[src/rtl/outport_uart_tx.sv]
// -----------------------------------------------------------------------------
// outport_uart_tx
//
// Serial transmitter behind the MiniSRC output port. Each out-port write
// (wr_en pulse) pushes wr_data[7:0] into a small FIFO. A UART engine pops
// bytes from it and sends them as 8N1 frames on tx: a start bit, eight data
// bits LSB first, and one stop bit. Each bit lasts CLKS_PER_BIT cycles. When
// the FIFO still holds data at the end of a stop bit, the next frame starts
// at once, with no idle gap between frames.
//
// Parameters
//   CLKS_PER_BIT  clk cycles per serial bit (>= 2)
//   FIFO_DEPTH    byte entries in the FIFO (power of two, >= 2)
//
// Ports
//   clk       in   system clock, rising edge
//   reset     in   synchronous reset, active-high
//   wr_en     in   one-cycle write strobe
//   wr_data   in   out-port bus value; only [7:0] is transmitted
//   tx        out  serial line, idles high (registered)
//   busy      out  frame in progress (decoded from FSM state register)
//   full      out  FIFO holds FIFO_DEPTH bytes (decoded from count register)
//   empty     out  FIFO holds no bytes (decoded from count register)
//   overflow  out  sticky: a write hit a full FIFO and was dropped
// -----------------------------------------------------------------------------
module outport_uart_tx #(
    parameter int CLKS_PER_BIT = 16,
    parameter int FIFO_DEPTH   = 4
) (
    input  logic        clk,
    input  logic        reset,
    input  logic        wr_en,
    input  logic [31:0] wr_data,
    output logic        tx,
    output logic        busy,
    output logic        full,
    output logic        empty,
    output logic        overflow
);

    localparam int BAUD_W = (CLKS_PER_BIT > 1) ? $clog2(CLKS_PER_BIT) : 1;
    localparam int PTR_W  = (FIFO_DEPTH > 1) ? $clog2(FIFO_DEPTH) : 1;
    localparam int CNT_W  = PTR_W + 1;

    localparam logic [BAUD_W-1:0] BAUD_LAST = BAUD_W'(CLKS_PER_BIT - 1);
    localparam logic [CNT_W-1:0]  CNT_FULL  = CNT_W'(FIFO_DEPTH);

    typedef enum logic [1:0] {
        ST_IDLE  = 2'd0,
        ST_START = 2'd1,
        ST_DATA  = 2'd2,
        ST_STOP  = 2'd3
    } state_e;

    // FIFO storage and bookkeeping
    logic [7:0]       mem_q [FIFO_DEPTH];
    logic [PTR_W-1:0] wr_ptr_q, wr_ptr_d;
    logic [PTR_W-1:0] rd_ptr_q, rd_ptr_d;
    logic [CNT_W-1:0] count_q, count_d;
    logic             overflow_q, overflow_d;

    // Transmit engine
    state_e            state_q, state_d;
    logic [BAUD_W-1:0] baud_q, baud_d;
    logic [2:0]        bit_q, bit_d;
    logic [7:0]        shift_q, shift_d;
    logic              tx_q, tx_d;

    logic full_s;
    logic empty_s;
    logic push_s;
    logic pop_s;
    logic baud_end_s;
    logic unused_upper_s;

    // The upper bus bits have no destination on the serial line.
    assign unused_upper_s = ^wr_data[31:8];

    assign full_s     = (count_q == CNT_FULL);
    assign empty_s    = (count_q == {CNT_W{1'b0}});
    // full is taken from the registered count, so a pop in the same cycle
    // cannot make room for a write that arrives while the FIFO is full.
    assign push_s     = wr_en & ~full_s;
    assign baud_end_s = (baud_q == BAUD_LAST);

    // FIFO pointer, count and overflow next-state
    always_comb begin
        wr_ptr_d   = wr_ptr_q;
        rd_ptr_d   = rd_ptr_q;
        count_d    = count_q;
        overflow_d = overflow_q | (wr_en & full_s);

        if (push_s) begin
            wr_ptr_d = wr_ptr_q + PTR_W'(1);
        end else begin
            wr_ptr_d = wr_ptr_q;
        end

        if (pop_s) begin
            rd_ptr_d = rd_ptr_q + PTR_W'(1);
        end else begin
            rd_ptr_d = rd_ptr_q;
        end

        case ({push_s, pop_s})
            2'b10:   count_d = count_q + CNT_W'(1);
            2'b01:   count_d = count_q - CNT_W'(1);
            default: count_d = count_q;
        endcase
    end

    // FIFO registers and byte storage
    always_ff @(posedge clk) begin
        if (reset) begin
            wr_ptr_q   <= {PTR_W{1'b0}};
            rd_ptr_q   <= {PTR_W{1'b0}};
            count_q    <= {CNT_W{1'b0}};
            overflow_q <= 1'b0;
            for (int i = 0; i < FIFO_DEPTH; i++) begin
                mem_q[i] <= 8'h00;
            end
        end else begin
            wr_ptr_q   <= wr_ptr_d;
            rd_ptr_q   <= rd_ptr_d;
            count_q    <= count_d;
            overflow_q <= overflow_d;
            if (push_s) begin
                mem_q[wr_ptr_q] <= wr_data[7:0];
            end
        end
    end

    // Transmit FSM next-state, pop request and next tx level
    always_comb begin
        state_d = state_q;
        baud_d  = baud_q;
        bit_d   = bit_q;
        shift_d = shift_q;
        tx_d    = tx_q;
        pop_s   = 1'b0;

        case (state_q)
            ST_IDLE: begin
                baud_d = {BAUD_W{1'b0}};
                bit_d  = 3'd0;
                if (!empty_s) begin
                    pop_s   = 1'b1;
                    shift_d = mem_q[rd_ptr_q];
                    state_d = ST_START;
                    tx_d    = 1'b0;
                end else begin
                    state_d = ST_IDLE;
                    tx_d    = 1'b1;
                end
            end

            ST_START: begin
                if (baud_end_s) begin
                    baud_d  = {BAUD_W{1'b0}};
                    bit_d   = 3'd0;
                    state_d = ST_DATA;
                    tx_d    = shift_q[0];
                end else begin
                    baud_d  = baud_q + BAUD_W'(1);
                end
            end

            ST_DATA: begin
                if (baud_end_s) begin
                    baud_d  = {BAUD_W{1'b0}};
                    shift_d = {1'b0, shift_q[7:1]};
                    if (bit_q == 3'd7) begin
                        state_d = ST_STOP;
                        tx_d    = 1'b1;
                    end else begin
                        bit_d = bit_q + 3'd1;
                        // shift_q[1] becomes shift[0] after this edge's shift
                        tx_d  = shift_q[1];
                    end
                end else begin
                    baud_d = baud_q + BAUD_W'(1);
                end
            end

            ST_STOP: begin
                if (baud_end_s) begin
                    baud_d = {BAUD_W{1'b0}};
                    if (!empty_s) begin
                        // Chain straight into the next frame, no idle bit
                        pop_s   = 1'b1;
                        shift_d = mem_q[rd_ptr_q];
                        state_d = ST_START;
                        tx_d    = 1'b0;
                    end else begin
                        state_d = ST_IDLE;
                        tx_d    = 1'b1;
                    end
                end else begin
                    baud_d = baud_q + BAUD_W'(1);
                end
            end

            default: begin
                state_d = ST_IDLE;
                baud_d  = {BAUD_W{1'b0}};
                bit_d   = 3'd0;
                tx_d    = 1'b1;
            end
        endcase
    end

    // Transmit FSM state, counters, shift register and tx line
    always_ff @(posedge clk) begin
        if (reset) begin
            state_q <= ST_IDLE;
            baud_q  <= {BAUD_W{1'b0}};
            bit_q   <= 3'd0;
            shift_q <= 8'h00;
            tx_q    <= 1'b1;
        end else begin
            state_q <= state_d;
            baud_q  <= baud_d;
            bit_q   <= bit_d;
            shift_q <= shift_d;
            tx_q    <= tx_d;
        end
    end

    assign tx       = tx_q;
    assign busy     = (state_q != ST_IDLE);
    assign full     = full_s;
    assign empty    = empty_s;
    assign overflow = overflow_q;

endmodule
[config.mk]
export PLATFORM = sky130hd
export DESIGN_NAME = outport_uart_tx
export DESIGN_NICKNAME = d
export VERILOG_FILES = /design/src/rtl/outport_uart_tx.sv
export SDC_FILE = /design/constraint.sdc
export NUM_CORES = 1
export LEC_CHECK = 0
export ABC_AREA = 1
export CAP_MARGIN = 25
export CORE_MARGIN = 2
export CORE_UTILIZATION = 55
export CTS_CLUSTER_DIAMETER = 150
export DETAILED_ROUTE_END_ITERATION = 6
export HOLD_SLACK_MARGIN = 0.08
export PLACE_DENSITY = 0.8
export SLEW_MARGIN = 40
export SYNTH_ARGS = -nofsm -noshare
export SYNTH_HDL_FRONTEND = slang
export SYNTH_SLANG_ARGS = --single-unit
export TNS_END_PERCENT = 1
[constraint.sdc]
create_clock -name clk -period 2.4 [get_ports clk]
set_input_delay 0.48 -clock clk [delete_from_list [all_inputs] [get_ports clk]]
set_output_delay 0.48 -clock clk [all_outputs]
set_load 0.01 [all_outputs]
# Word-level counts from Yosys, hierarchy flattened
# Memories as Yosys holds them, arrays and structs flattened. A register that Yosys moved wholly into a read port is not among the register bits.
# Cells that the tools add are included.
[totals]
regBits = 26
latch_bits = 0
mem_bits_rw = 32
romBits = 0
input_bits = 35
output_inout_bits = 5
n_memories = 1
[classes]
addsub = 6
n_mul = 0
div_mod_pow = 0
magnitude_cmp = 0
n_eq_ne = 13
n_shift = 0
muxes = 36
bitwise_logic = 4
reduce_logical = 12
[memory_table]
columns = ["name", "words", "word_bits", "read_ports", "rd_ports_with_merged_regs", "wr", "line_no", "text"]
rows = [
  ["mem_q", 4, 8, 1, 1, 4, "56", "logic [7:0] mem_q [FIFO_DEPTH];"],
]
[ops]
columns = ["cell", "n"]
rows = [
  ["8-bit two-way mux", 4],
  ["8-bit case mux with 3 select lines", 1],
  ["1-bit two-way mux", 14],
  ["2-bit two-way mux", 7],
  ["2-bit inequality test (second input constant)", 5],
  ["3-bit two-way mux", 3],
  ["3-bit case mux with 3 select lines", 1],
  ["2-bit case mux with 4 select lines", 1],
  ["4-bit case mux with 2 select lines", 1],
  ["4-bit AND reduction", 2],
  ["8-bit OR reduction", 1],
  ["3-bit by 1-bit adder with 3-bit output (second input constant)", 2],
  ["2-bit equality test (second input constant)", 3],
  ["3-bit equality test (second input constant)", 2],
  ["3-bit case mux with 2 select lines", 1],
  ["3-bit AND reduction", 2],
  ["3-bit nonzero test", 2],
  ["2-bit by 1-bit adder with 2-bit output (second input constant)", 2],
  ["4-bit by 1-bit adder with 4-bit output (second input constant)", 1],
  ["2-bit by 1-bit equality test with 1-bit output (second input constant)", 2],
  ["4-bit equality test (second input constant)", 1],
  ["4-bit two-way mux", 1],
  ["1-bit case mux with 4 select lines", 1],
  ["2-bit nonzero test", 2],
  ["other kinds (8)", 9],
]

# Logic depth before layout (Yosys ltp)
# Gate-level depths: netlist (run 1).
[logic_depth]
ltp_word = 8
mapped_depth = 15
ltp_nobuf = 15

# Worst setup path after synthesis (run 1)
# OpenSTA, ideal clock, no wires.
[synth_path]
kind = "reg2reg"
from = "register state_q[0]"
to = "register count_q[2]"
arrival_ns = 1.989
required_ns = 2.287
slack_ns = 0.298
path_stages_with_launch = 15
path_buffers = 0
path_cell_list = "dfxtp_1 -> inv_1 -> ha_1 -> inv_1 -> nand2_1 -> inv_1 -> nand2_1 -> inv_1 -> ha_1 -> inv_1 -> fa_1 -> a21oi_1 -> o21ai_0 -> nor2_1 -> nor2_1"
[synth_between]
elab_chain_len = 4
elab_cells_between_ends = 7
classes_between = "eq/ne (3); mux (2); reduce/logical (2)"
[synth_rtl]
columns = ["element", "line_no", "text"]
rows = [
  ["start: declaration", "63", "state_e state_q, state_d;"],
  ["start signal: assignment", "221", "state_q <= state_d;"],
  ["2-bit equality test / 2-bit zero test (equally long branches)", "142", "case (state_q)"],
  ["1-bit case mux with 2 select lines *", "142", ""],
  ["via pop_s", "72", "logic pop_s;"],
  ["2-bit by 1-bit equality test with 1-bit output / 2-bit equality test (equally long branches)", "105", "case ({push_s, pop_s})"],
  ["3-bit case mux with 2 select lines / 2-bit nonzero test (equally long branches)", "-", ""],
  ["end signal: assignment", "117", "count_q <= {CNT_W{1'b0}};"],
  ["end signal: assignment", "125", "count_q <= count_d;"],
  ["end: declaration", "59", "logic [CNT_W-1:0] count_q, count_d;"],
]
# The timed path passes the listed nets; every way through them passes the cells marked *.
# A chain may end at the register's enable or synchronous reset.

# Final worst setup path (run 1)
[layout_path]
from = "register baud_q[0]"
to = "register count_q[2]"
[layout_between]
elab_chain_len = 5
elab_cells_between_ends = 7
classes_between = "eq/ne (3); mux (3); reduce/logical (1)"
[layout_rtl]
columns = ["element", "line_no", "text"]
rows = [
  ["start: declaration", "64", "logic [BAUD_W-1:0] baud_q, baud_d;"],
  ["start signal: assignment", "216", "baud_q <= {BAUD_W{1'b0}};"],
  ["start signal: assignment", "222", "baud_q <= baud_d;"],
  ["4-bit equality test *", "84", "assign baud_end_s = (baud_q == BAUD_LAST);"],
  ["1-bit two-way mux *", "186", "if (baud_end_s) begin"],
  ["1-bit case mux with 2 select lines *", "142", ""],
  ["via pop_s", "72", ""],
  ["2-bit by 1-bit equality test with 1-bit output / 2-bit equality test (equally long branches)", "105", ""],
  ["3-bit case mux with 2 select lines / 2-bit nonzero test (equally long branches)", "-", ""],
]
# Marks and branches as above.

==> results of run 1 <==
worst register-to-register path, cell delays in order (launching register included):
cell and delay (ps):
dfxtp_1 360, ha_1 210, nand2_1 70, inv_1 70, nand3_1 60, nand2_1 130, nand2_1 90, inv_1 90
ha_1 140, inv_1 80, fa_2 370, a21oi_2 150, o21ai_1 110, nor2_1 100, nor2_1 50
sequential cells by signal, summed over array words and instances, names as in the netlist, named ones only:
signal and cells:
mem_q 32, shift_q 8, baud_q 4, bit_q 3, count_q 3, rd_ptr_q 2, state_q 2, wr_ptr_q 2
overflow 1, tx 1
cells in the final DEF, fill, tap and decap left out, drive strengths merged:
cell type | synthesis | layout
nand2 | 106 | 106
inv | 75 | 75
nor2 | 44 | 44
edfxtp | 32 | 32
dfxtp | 28 | 28
nand3 | 27 | 27
a21oi | 18 | 18
o21ai | 16 | 16
clkdlybuf4s50 | 0 | 15
nor3 | 9 | 9
clkbuf | 1 | 9
ha | 9 | 9
buf | 8 | 8
clkinv | 2 | 6
clkinvlp | 0 | 2
o31ai | 1 | 1
or2 | 1 | 1
o211ai | 1 | 1
xor2 | 1 | 1
fa | 1 | 1
bufinv | 0 | 1
cells in the mapped netlist:
cell type  number  share of area [%]
nand2_2         1               0.21
nand2_4         2               0.75
ha_1            9                3.8
inv_1          73                9.1
buf_4           2               0.50
nand3_1        25                4.2
clkinv_1        2               0.25
nand3_2         2               0.67
clkbuf_1        1               0.13
or2_2           1               0.21
nor2_8          1               0.67
nor2_4          1               0.38
edfxtp_1       32                 32
nand2_1       103                 13
o211ai_1        1               0.25
xor2_1          1               0.29
o31ai_1         1               0.25
buf_2           5               0.83
nor3_1          9                1.5
a21oi_1        18                3.0
o21ai_0        15                2.5
o21ai_2         1               0.29
dfxtp_1        28                 19
nor2_1         41                5.1
inv_2           2               0.25
fa_1            1               0.67
buf_6           1               0.38
nor2_2          1               0.21
cell families (layout without fill, tap and decap cells):
logic type               Yosys count  count (layout)  share of synthesized area [%]
adder cells (fa/ha/maj)           10              10                          4.422
XOR/XNOR                           1               1                         0.2921
flip-flops                        60              60                          50.73
buffers and inverters             86             116                          11.47
AO/OA/AOI/OAI                     36              36                          6.300
AND/OR/NAND/NOR                  187             187                          26.78
how the worst max path moves through the flow:
| stage | startpoint | end | slack, ps | depth (start not counted) |
|---|---|---|---|---|
| 2_1_floorplan | state_q[0] | count_q[2] | 300 | 14 |
| 3_3_place_gp | state_q[1] | count_q[2] | 150 | 14 |
| 3_5_place_dp | state_q[1] | count_q[2] | 100 | 14 |
| 4_1_cts | state_q[1] | count_q[2] | 80 | 14 |
| 5_1_grt | baud_q[0] | count_q[2] | -40 | 14 |
| 6_report | baud_q[0] | count_q[2] | 220 | 14 |
cell type report:
cell class | count | area, um2 | share of cell area [%]
Sequential cell | 60 | 1523 | 44.09
Multi-Input combinational cell | 234 | 1152 | 33.37
Inverter | 77 | 289.0 | 8.370
Timing Repair Buffer | 23 | 210.2 | 6.087
Clock buffer | 9 | 123.9 | 3.587
Tap cell | 70 | 87.58 | 2.536
Clock inverter | 7 | 67.56 | 1.957
where the power goes:
group	internal (uW)	leakage [uW]	switching (uW)
Combinational	629	0.000973	1070
Clock	473	0.0000926	407
Sequential	1290	0.000564	154
stage by stage:
stage               std cells  power [uW]
floorplan                 380        2705
global placement          464        3038
detailed placement        464        3084
CTS                       480        3991
global route              480        4408
finish                    480        4021
metal layers:
metal	part of all wire, %	GRT usage, %
met5	0	0
met4	1.8	11.43
met3	3.6	5.000
met2	49	34.31
met1	45	26.57
==> results.md, run 1 <==
- Die Y: approximately 80 um
- Worst endpoint data arrival time: roughly 2400 ps
- CP Capture Type: flip-flop
- Count of final setup violators: 0
- Total CTS buffers: 9
- Worst setup path class: reg2reg
- Yosys reg bits: 60
- Slowest cell on crit path: fa_2
- Worst r2r path cells: 14
- Syn_area_per_cell: between 7 and 8 um2
- Worst slew pin tran: roughly 630 ps
- Die ar.: approximately 0.0061 mm2
- Min setup slack post-route: around 220 ps
- Fin nets: 450
- Fin. Hold Viols: 0
- HP Start: overflow
- Sequential-to-total area share from yosys stat: between 50% and 60%
- Max VDD drop: between 0.0005 and 0.0006 V
- Hold WS: roughly 450 ps
- Dpl hpwl: roughly 4000 um
- Cts hold-fix bufs: 0
- Hold Path Stages: 2
- Starting Density: between 50% and 60%
- Num rows: 26
- Reg2Reg Setup Slack: 220 ps
- Leak Pwr: approximately 0.0016 uW
- Status: finished clean
- Vias: 2,337
- Dpl ws: approximately 100 ps
- Min-Delay Endpoint: overflow
- Post-cts sizing count: 0
- WL/cell: 11.86 um
- Clock transition at the registers of the reported paths: approximately 70 ps
- Ports: 40
- Clock Latency Late Sink: roughly 330 ps
- Antenna violations before repair: 0
- Reg-to-reg startpoint: baud_q[0]
- CP required: 2630 ps
- CP max FO: 3
- Via/cell ratio: around 4.9
- Initial DRT Pass Iterations: 4
- Max_cap viols: 0
- Yosys Warn Count: 0
- Syn Nets: 425
- RePlAce Congestion: ~0.87
- Layout cells sized above 1: ~9.8%
- Slew Limit Fails: 0
- Max_slew headroom: 58.01%
- Ant diodes: 0
- Crit-path max cell delay: between 300 and 400 ps
- DRT Wirelength: 5695 um
- Die X: between 70 and 80 um
- Count of input and output buffers: 15
- Clock sinks: 60
- WP buf/inv: 3
- R2R Path End: count_q[2]
- Finished Core Util: 66.76%
- Pwr Density: between 1000 and 1500 mW/mm2
- Syn-to-layout area delta: 15.14%
- DRT iter0 DRCs: about 160
- Largest net degree at the start of global routing: 19
- Synthesized area: about 0.003 mm2
- Total track usage: about a fifth
- Clock skew: about 8 ps
- Post-CTS Setup Bufs: 0
- DRT antenna net count: 0
- Vias in the first global route: around 2,300
- Worst Hold Class: reg2reg
- Worst-path cell chain: ha_1 > nand2_1 > inv_1 > nand3_1 > nand2_1 > nand2_1 > inv_1 > ha_1 > inv_1 > fa_2 > a21oi_2 > o21ai_1 > nor2_1 > nor2_1
- Root buf cell: clkbuf_8
- Post-synthesis cell type count: 28
- Worst setup SP type: flip-flop
- First-pass GRT wire length: ~10,000 um
- CTS tree: done
- Final Cycle Share: between 90% and 100%
- Maximum clock frequency: 0.4592 GHz
- Total Neg Setup Slack: 0 ps
- Post-Syn Instances: 380
- Core Area: about 0.0052 mm2
- Design area: approximately 0.0035 mm2
- Fill count: 433
- DRC Markers: 0
- Top delay family on crit path: adder cells
- Period minus WS final: ~2200 ps
- H-tree levels: 3
- Grt ovf: 0
- CTS Buffer Depth: 2
- Post-DP Area: approximately 0.0032 mm2
Note: power is estimated with default switching activity, not from simulation.
==> inputs of run 2 (changes only) <==
- GPL_ROUTABILITY_DRIVEN: unset -> 0
==> results of run 2 <==
The final DEF is identical to that of run 1; final timing and power are the same.
==> inputs of run 3 (changes only) <==
- DONT_BUFFER_PORTS: unset -> 1
- PLACE_DENSITY: 0.8 -> 0.7
==> run 3 against run 2 <==
Effect of this change: setup slack worse by 31 ps; worst hold slack got worse by 240 ps; cell count shrank 3.5%; register-to-register slack got worse by 30 ps; sequential share of layout area increased by 2.8 points; sequential power barely moved; final area down 5.9%; non-clock buffer count is 17 lower; critical path depth rose by 1; count of clock-buffer cells in the layout up 3; wire length decreased by 0.26%; fmax fell by 1.4%; largest cell class unchanged; largest power group unchanged.
==> results.md, run 3 (synthesis gave the netlist of run 1 again) <==
- H-tree levels: 3 (unchanged)
- CP required: 2670 ps (+40 ps)
- Min-Delay Endpoint: state_q[1]
- Count of input and output buffers: 0 (-15)
- Num rows: 26 (unchanged)
- Dpl hpwl: 3942 um (-1.3%)
- Commonest non-fill, non-tap cell in the layout: nand2_1
- Largest regs: mem_q (32), shift_q (8), baud_q (4)
- Worst setup SP type: flip-flop
- Pwr Density: 1158 mW/mm2 (-0.58%)
- Worst endpoint data arrival time: 2480 ps (+80 ps)
- Initial DRT Pass Iterations: 4 (unchanged)
- Placed insts: 447 (-3.7%)
- Max_slew headroom: 73.00% (+15 points)
- WP buf/inv: 5 (+2)
- Die X: 77.85 um (unchanged)
- Crit-path max cell delay: 390 ps (+20 ps)
- Fin. Hold Viols: 0 (unchanged)
- Hold Path Stages: 1 (-1)
- Ports: 40 (unchanged)
- Vias in the first global route: 2,158 (-5.0%)
- Largest net degree at the start of global routing: 16 (-3)
- WL/cell: 12.27 um (+3.4%)
- CP Capture Type: flip-flop
- Worst r2r path cells: 15 (+1)
- Syn-to-layout area delta: 8.344%
- Post-CTS Setup Bufs: 0 (unchanged)
- First-pass GRT wire length: 9901 um (-1.4%)
- Worst slew pin tran: 404.6 ps (-224.4 ps)
- HP Start: reset
- DRT iter0 DRCs: 123 (-24%)
- Count of final setup violators: 0 (unchanged)
- Reg-to-reg startpoint: state_q[1]
- Core Area: 0.005172 mm2 (unchanged)
- Clock Latency Late Sink: 330 ps (about the same)
- Worst Hold Class: in2reg
- Antenna violations before repair: 0 (unchanged)
- Max VDD drop: 0.0006578 V (+27%)
- DRC Markers: 0 (unchanged)
- Status: finished clean
- Max_cap viols: 0 (unchanged)
- Fin nets: 433 (-3.8%)
- Slew Limit Fails: 0 (unchanged)
- Slowest cell on crit path: fa_1
- Top delay family on crit path: adder cells
- Reg2Reg Setup Slack: 190 ps (-30 ps)
- CP max FO: 4 (+1)
- Root buf cell: clkbuf_8
- Non-filler cells, final: 463 (-3.5%)
- Vias: 2,280 (-2.4%)
- Total track usage: 21.26% (-0.086 points)
- CTS Buffer Depth: 2 (unchanged)
- Ant diodes: 0 (unchanged)
- Total CTS buffers: 9 (unchanged)
- Cell mode on critical path: inv_1
- Maximum clock frequency: 0.4527 GHz (-1.4%)
- Max FFs per register: 32 (unchanged)
- Worst-path cell chain: inv_1 > ha_4 > inv_1 > nand2_1 > inv_1 > nand2_1 > inv_1 > ha_1 > inv_1 > fa_1 > a21oi_1 > o21ai_1 > nand2_1 > nand2_1 > nor2_1
- Grt ovf: 0 (unchanged)
- Leak Pwr: 0.001548 uW (-5.0%)
- Most frequent cells in the layout: nand2_1 (102), inv_1 (72), nor2_1 (41)
- Die Y: 77.85 um (unchanged)
- Cts hold-fix bufs: 0 (unchanged)
- Top reg by flops: mem_q
- Finished Core Util: 62.82% (-3.9 points)
- R2R Path End: count_q[2]
- Period minus WS final: 2209 ps (+31.17 ps)
- Clock sinks: 60 (unchanged)
- Die ar.: 0.006060 mm2 (unchanged)
- Final Cycle Share: 92.04% (+1.3 points)
- DRT Wirelength: 5680 um (-0.26%)
- Clock skew: 5.782 ps (-2.052 ps)
- Starting Density: 57.98% (unchanged)
- Via/cell ratio: 4.924 (+1.1%)
- CTS tree: done
- Clock transition at the registers of the reported paths: 60 ps (about the same)
- DRT antenna net count: 0 (unchanged)
- Layout cells sized above 1: 8.906% (-0.85 points)
- Post-cts sizing count: 0 (unchanged)
- Hold WS: 211.6 ps (-238.6 ps)
- Worst setup path class: reg2reg
run 3: cell types whose count changed in the layout (fill, tap and decap cells not counted), moves of 2 or more:
cell / previous run / this run
clkbuf_1: 0 / 3
buf_4: 8 / 6
clkdlybuf4s50_1: 15 / 0
clkinvlp_4: 2 / 0
run 3: area by class of cell:
class	count	area, um2
sequential	60	1524
inverter	77	289.0
multi-input combinational	234	1151
clock buffer	12	135.1
fill	450	1923
tap	70	87.58
timing repair buffer	6	45.04
clock inverter	4	17.52
run 3: per-stage QoR:
| step | area [um2] | setup WS, ps | power, uW | setup TNS [ps] |
|---|---|---|---|---|
| finish | 3249 | 191.0 | 3762 | 0 |
| global route | 3249 | -0.2398 | 4130 | -0.2398 |
| CTS | 3229 | 10.10 | 3757 | 0 |
| detailed placement | 3077 | 44.54 | 3020 | 0 |
| global placement | 3077 | 103.1 | 2971 | 0 |
| floorplan | 2999 | 298.2 | 2705 | 0 |
run 3: worst max-delay path by stage:
stage                          start  depth (start not counted)  slack [ps]    endpoint
after detailed placement  state_q[0]                         15          40  count_q[2]
after global placement    state_q[0]                         14         100  count_q[2]
after global routing      state_q[0]                         15        -0.2  count_q[2]
final                     state_q[1]                         15         190  count_q[2]
after floorplan           state_q[0]                         14         300  count_q[2]
after CTS                 state_q[0]                         15          10  count_q[2]
run 3: per-layer routing:
metal | wire length (um) | share of wire, % | up-vias | track usage [%]
li1 | - | - | 1193 | -
met2 | 2698 | 48 | 45 | 33.28
met3 | 247 | 4.3 | 10 | 5.000
met5 | 0 | 0 | - | 0
met4 | 105 | 1.8 | 0 | 8.750
met1 | 2628 | 46 | 1032 | 28.41
run 3: where the power goes:
| group | switching [uW] | leakage (uW) | internal (uW) |
|---|---|---|---|
| sequential | 144 | 0.000564 | 1290 |
| clock | 368 | 0.0000792 | 365 |
| combinational | 1040 | 0.000904 | 552 |
| total | 1560 | 0.00155 | 2210 |
